$ cat config.mk
export PLATFORM = sky130hd
export DESIGN_NAME = encoder16_4_seq
export DESIGN_NICKNAME = d
export VERILOG_FILES = /design/src/rtl/encoder16_4_seq.sv
export SDC_FILE = /design/constraint.sdc
export NUM_CORES = 1
export LEC_CHECK = 0
export CAP_MARGIN = 20
export CORE_UTILIZATION = 42
export DETAILED_ROUTE_END_ITERATION = 12
export HOLD_SLACK_MARGIN = 0.08
export PLACE_DENSITY = 0.76
export SLEW_MARGIN = 20
export SYNTH_ARGS = -nofsm -noshare
export SYNTH_HDL_FRONTEND = slang
export SYNTH_SLANG_ARGS = --single-unit
$ cat constraint.sdc
create_clock -name clk -period 5.65 [get_ports clk]
set_input_delay 0.8475 -clock clk [delete_from_list [all_inputs] [get_ports clk]]
set_output_delay 0.8475 -clock clk [all_outputs]
set_load 0.01 [all_outputs]
$ cat src/rtl/encoder16_4_seq.sv
// Sequential 16-to-4 encoder: captures a multi-hot request vector and emits one
// index per valid/ready transfer. Define ENC_MSB_FIRST_EN to emit highest index first.
module encoder16_4_seq #(
  parameter int N  = 16,
  parameter int AW = 4
) (
  input  logic          clk,
  input  logic          rst_n,
  input  logic          e,
  input  logic          load,
  input  logic [N-1:0]  d_in,
  output logic          load_ready,
  output logic [AW-1:0] idx,
  output logic          valid,
  input  logic          ready,
  output logic          empty_load,
  output logic          last
);

  typedef enum logic {
    IDLE = 1'b0,
    SCAN = 1'b1
  } state_t;

  state_t       state, state_nxt;
  logic [N-1:0] pend, pend_nxt, clr_mask;
  logic         empty_nxt;

  // Priority encode of the pending vector; picks the bit that is served next.
  function automatic logic [AW-1:0] pick(input logic [N-1:0] v);
    pick = '0;
`ifdef ENC_MSB_FIRST_EN
    for (int i = 0; i < N; i++)
      if (v[i]) pick = AW'(i);
`else
    for (int i = N - 1; i >= 0; i--)
      if (v[i]) pick = AW'(i);
`endif
  endfunction

  function automatic logic one_hot(input logic [N-1:0] v);
    one_hot = (v != '0) && ((v & (v - N'(1))) == '0);
  endfunction

  assign valid      = (state == SCAN);
  assign load_ready = (state == IDLE);

  always_comb begin
    // NOTE: every signal gets a default before any branch, so no latch can be inferred.
    state_nxt = state;
    pend_nxt  = pend;
    empty_nxt = 1'b0;
    clr_mask  = '0;
    clr_mask[idx] = 1'b1;
    unique case (state)
      IDLE: begin
        if (load && e) begin
          if (d_in != '0) begin
            pend_nxt  = d_in;
            state_nxt = SCAN;
          end else begin
            empty_nxt = 1'b1;
          end
        end
      end
      SCAN: begin
        if (ready) begin
          pend_nxt = pend & ~clr_mask;
          if ((pend & ~clr_mask) == '0) state_nxt = IDLE;
        end
      end
      default: state_nxt = IDLE;
    endcase
  end

  // idx and last are registered from the next pend value so they stay stable
  // while a transfer is stalled and advance with no bubble when it is taken.
  always_ff @(posedge clk) begin
    // NOTE: sequential state uses non-blocking assignments so every register
    // samples the pre-edge values regardless of statement order.
    if (!rst_n) begin
      state      <= IDLE;
      pend       <= '0;
      idx        <= '0;
      last       <= 1'b0;
      empty_load <= 1'b0;
    end else begin
      state      <= state_nxt;
      pend       <= pend_nxt;
      idx        <= pick(pend_nxt);
      last       <= one_hot(pend_nxt);
      empty_load <= empty_nxt;
    end
  end

endmodule

# == Word-level counts from Yosys, hierarchy flattened ==
# Cells that the tools add are included.
# op_classes
reduce_logical,12
n_bitwise,6
order_cmp,2
n_mux,27
add_sub_neg,1
# op_table
op,n
2-to-1 mux 16 bit,3
bitwise AND 16 bit,2
logical NOT 16 bit,2
2-to-1 mux 4 bit,8
case mux 16 bit (2 select lines),1
nonzero test 16 bit,2
NOT 16 bit,1
"subtractor 16 x 1 -> 16 bit, second input constant",1
2-to-1 mux 3 bit,4
OR reduction 9 bit,1
2-to-1 mux 1 bit,7
OR reduction 3 bit,2
"less-than comparator 4 x 5 -> 1 bit, second input constant",1
OR reduction 5 bit,1
demux 1 bit (select 4 bit),1
">= comparator 4 x 1 -> 1 bit, second input constant",1
2-to-1 mux 2 bit,2
logical AND 1 bit,3
NOT 1 bit,3
case mux 1 bit (2 select lines),1
OR reduction 2 bit,1
# word_totals
output_inout_bits,8
register_bits,23
in_bits,21

# == Longest topological paths before layout ==
# logic_depth
ltp_word,23
mapped_depth,12

# == Worst setup path after synthesis ==
# No wires, ideal clock.
# synth_timing
kind,input port to flip-flop
from,input port d_in[9]
to,register last
arrival_ps,2929
stages,10
required_time_ps,5562
setup_ps,88
path_buffers,2
path_slack_ps,2633
path_cell_list,nor4_2 nand4_4 and2_1 buf_6 o31a_1 or2_1 buf_6 nor2_1 mux2_1 nor4_2
# synth_via
elab_chain_cells,8
elab_cells_between_ends,9
# synth_rtl
item,line_no,source
start: declaration,11,"input logic [N-1:0] d_in,"
nonzero test 16 bit,58,if (d_in != '0) begin
2-to-1 mux 16 bit (*),58,
2-to-1 mux 16 bit (*),57,if (load && e) begin
case mux 16 bit (2 select lines) (*),55,unique case (state)
subtractor 16 x 1 -> 16 bit,42,one_hot = (v != '0) && ((v & (v - N'(1))) == '0);
bitwise AND 16 bit,42,
logical NOT 16 bit,42,
logical AND 1 bit (*),42,
end signal: assignment,91,last <= one_hot(pend_nxt);
end: declaration,17,output logic last
# Mark *: on every way between the ends. The rest lies on a longest branch, timed or not.
# A chain may end at the register's enable or synchronous reset.

# == Final worst setup path ==
# layout_timing
from,input port d_in[2]
to,register last
# The elaborated chain is that of the path after synthesis.

==> flow_metrics.py <==
metrics = {
    "floorplan": {
        "coreArea_um2": 4030,
        "initial_core_util_pct": 44.1,
        "rows": 23,
        "pin_count": 29,
        "dieArea_um2": 4500,
        "die_width_um": 67.1,
        "fp.dieH_um": 67.1,
    },
    "yosys": {
        "netlist_top_cells_count": "nand2_1 (26), nor2_1 (24), o21ai_0 (24), dfxtp_1 (23), a21oi_1 (15)",
        "ys_ff_latch": 23,
        "syn_area_um2": 1780,
        "netlist_instances": 234,
        "synth.most_common_cell": "nand2_1",
        "yosysWarnings": 0,
        "synth_nets": 255,
        "ys_types": 55,
        "synthFlopType": "dfxtp_1",
        "async_flop_share_pct": 0,
        "avgSynthCellArea_um2": 7.60,
        "yosysSeqAreaShare_pct": 25.9,
        "synth_top_area_share_pct": 25.9,
        "synth_edf_count": 0,
        "yosysTopAreaCell": "dfxtp_1",
        "yosys-top-cells-area": "dfxtp_1 (26%), o21ai_0 (6.8%), nand2_1 (5.5%)",
    },
    "sta": {
        "finalClockSkew_ns": 0.00652,
        "hold_violations": 0,
        "period_share_pct": 66.1,
        "fmax_mhz": 268,
        "drv_slew": 0,
        "setup_slack_ns": 1.92,
        "maxSlewHeadroom_pct": 48.8,
        "period_needed_ns": 3.73,
        "rsz0062_at_grt": "no",
        "setup_tns_ns": 0,
        "hold_slack_ns": 0.661,
        "tightest_slew_ns": 0.767,
        "finalSetupViolCount": 0,
    },
    "clocking": {
        "clock-sinks": 23,
        "cts_setup_buffers": 0,
        "postCtsResizedCells": 0,
        "ctsHtreeMaxLevel": 1,
        "tritoncts": "yes",
        "clk_latency_ns": 0.26,
        "path_clk_slew_ns": 0.08,
        "cts_buffer_depth": 2,
        "cts.root.buffer_cell": "clkbuf_8",
        "cts_made_buffers": 3,
        "ctsHoldBuffers": 0,
    },
    "detailed_routing": {
        "drt-total-wl_mm": 5.05,
        "drt_iter0_markers": 150,
        "drc_errors": 0,
        "dr.pass1.iters": 6,
        "route.detailed.wl_per_inst_um": 16.7,
        "vias_per_cell": 6.32,
        "ant_nets": 0,
        "num_vias": 1908,
    },
    "worst_setup_path": {
        "crit_path_end_kind": "register",
        "critPathLaunchType": "primary input",
        "setup.worst_path.start": "d_in[2]",
        "path_max_fanout": 24,
        "reg2reg_from": "valid$_SDFF_PN0_",
        "r2r_end": "last$_SDFF_PN0_",
        "ff2ff_path_depth": 8,
        "rrSetupSlack_ns": 2.57,
        "cp.arrival_ns": 3.91,
        "cp.required_ns": 5.83,
        "crit_type": "primary input to register",
    },
    "final_layout": {
        "multi_input_area_um2": 1230,
        "fin_area_um2": 2100,
        "fillers": 380,
        "final_nets": 274,
        "num_antenna_cells": 0,
        "layout-drive-gt1-share_pct": 7.54,
        "syn_to_final_growth_pct": 17.9,
        "seq_area_um2": 460,
    },
    "global_routing": {
        "met2_usage_pct": 35.4,
        "antenna_found_initial": 0,
        "use_met1_pct": 33.1,
        "grtUsageMet3_pct": 3.25,
        "grt_max_degree": 25,
        "busiest_layer": "met2",
        "grt_pass1_vias": 1626,
        "grt_pass1_wl_mm": 7.98,
        "overflow": 0,
        "track_usage_pct": 23.7,
    },
    "placement": {
        "port_buffers": 28,
        "hpwl_mm": 3.82,
        "gp_congestion": 0.876,
        "place_ws_ns": 1.71,
        "post_dp_cell_area_um2": 2050,
    },
    "min_path": {
        "hp-class": "register to register",
        "hold_depth": 2,
        "hold_end": "valid$_SDFF_PN0_",
        "hp-start": "valid$_SDFF_PN0_",
    },
    "pwr": {
        "p_leak_uw": 0.000741,
        "vdd_ir_drop_max_mv": 0.115,
        "p_per_area_nw_per_um2": 220,
    },
    "flow_run": {
        "cap_violations": 0,
    },
    "status": {
        "status": "finished clean",
    },
}
==> area by class of cell <==
cell class,instances,share of cell area (%)
sequential,23,22.0
inverter,5,0.896
tap,50,2.99
clock buffer,4,2.15
timing repair buffer,28,13.4
multi-input combinational,192,58.6
==> routing by layer <==
metal / vias to the layer above / part of all wire (%)
met4: 0 / 3.1
met3: 15 / 7.8
met1: 874 / 44
met5: - / 0
li1: 919 / -
met2: 100 / 45
==> layout by cell type, fill, tap and decap left out, drive strengths merged, types with 2 or more instances in the layout <==
master and count:
clkdlybuf4s50 28, nand2 26, o21ai 25, nor2 24, dfxtp 23, a21oi 16, and2 7, nor3 7
nor4 7, o21a 6, a211oi 6, nand4 6, mux2i 5, inv 5, mux2 5, or2 5
o32a 4, o22ai 4, clkbuf 4, nand4b 3, nand2b 3, a31oi 3, o32ai 3, and3 2
o211ai 2, o31ai 2, o31a 2, nor3b 2, o2111ai 2, nand4bb 2
==> critical path, stage by stage <==
cell and delay (ns):
clkdlybuf4s50_1 0.52, nor4_4 0.44, nand4_4 0.23, and2_1 0.46
a21oi_2 0.42, nand4bb_1 0.27, nor2_1 0.18, mux2_1 0.34
nor4_2 0.20
==> state kept, by name, summed over array words and instances, names as in the netlist <==
signal and cells:
last 1, empty_load 1, idx 4, valid 1, pend 16
==> through the flow <==
step	std cells	util [%]	total power, uW
after floorplan	234	-	306
after global placement	298	50.9	359
after detailed placement	298	50.9	359
after CTS	302	52.0	458
after global routing	302	52.0	484
final	302	52.0	461
==> where the power goes <==
group,switching [uW],total [uW],internal (uW)
Sequential,24.6,198,173
Combinational,85.4,161,75.9
Clock,51.5,102,50.3
Total,162,461,300
==> logic make-up (layout without fill, tap and decap cells) <==
| family | count (synthesis) | in the layout | share of synthesized area, % |
|---|---|---|---|
| AND/OR/NAND/NOR | 97 | 97 | 31.0 |
| AO/OA/AOI/OAI | 85 | 85 | 32.1 |
| flip-flops | 23 | 23 | 25.9 |
| buffers and inverters | 19 | 37 | 5.00 |
| multiplexers | 10 | 10 | 5.98 |
==> how the worst max path moves through the flow <==
| stage | endpoint | depth (start not counted) |
|---|---|---|
| after floorplan | last$_SDFF_PN0_ | 10 |
| after global placement | last$_SDFF_PN0_ | 8 |
| after detailed placement | last$_SDFF_PN0_ | 9 |
| after CTS | last$_SDFF_PN0_ | 9 |
| after global routing | idx[0]$_SDFF_PP0_ | 9 |
| final | last$_SDFF_PN0_ | 9 |
Note: power is estimated with default switching activity, not from simulation.
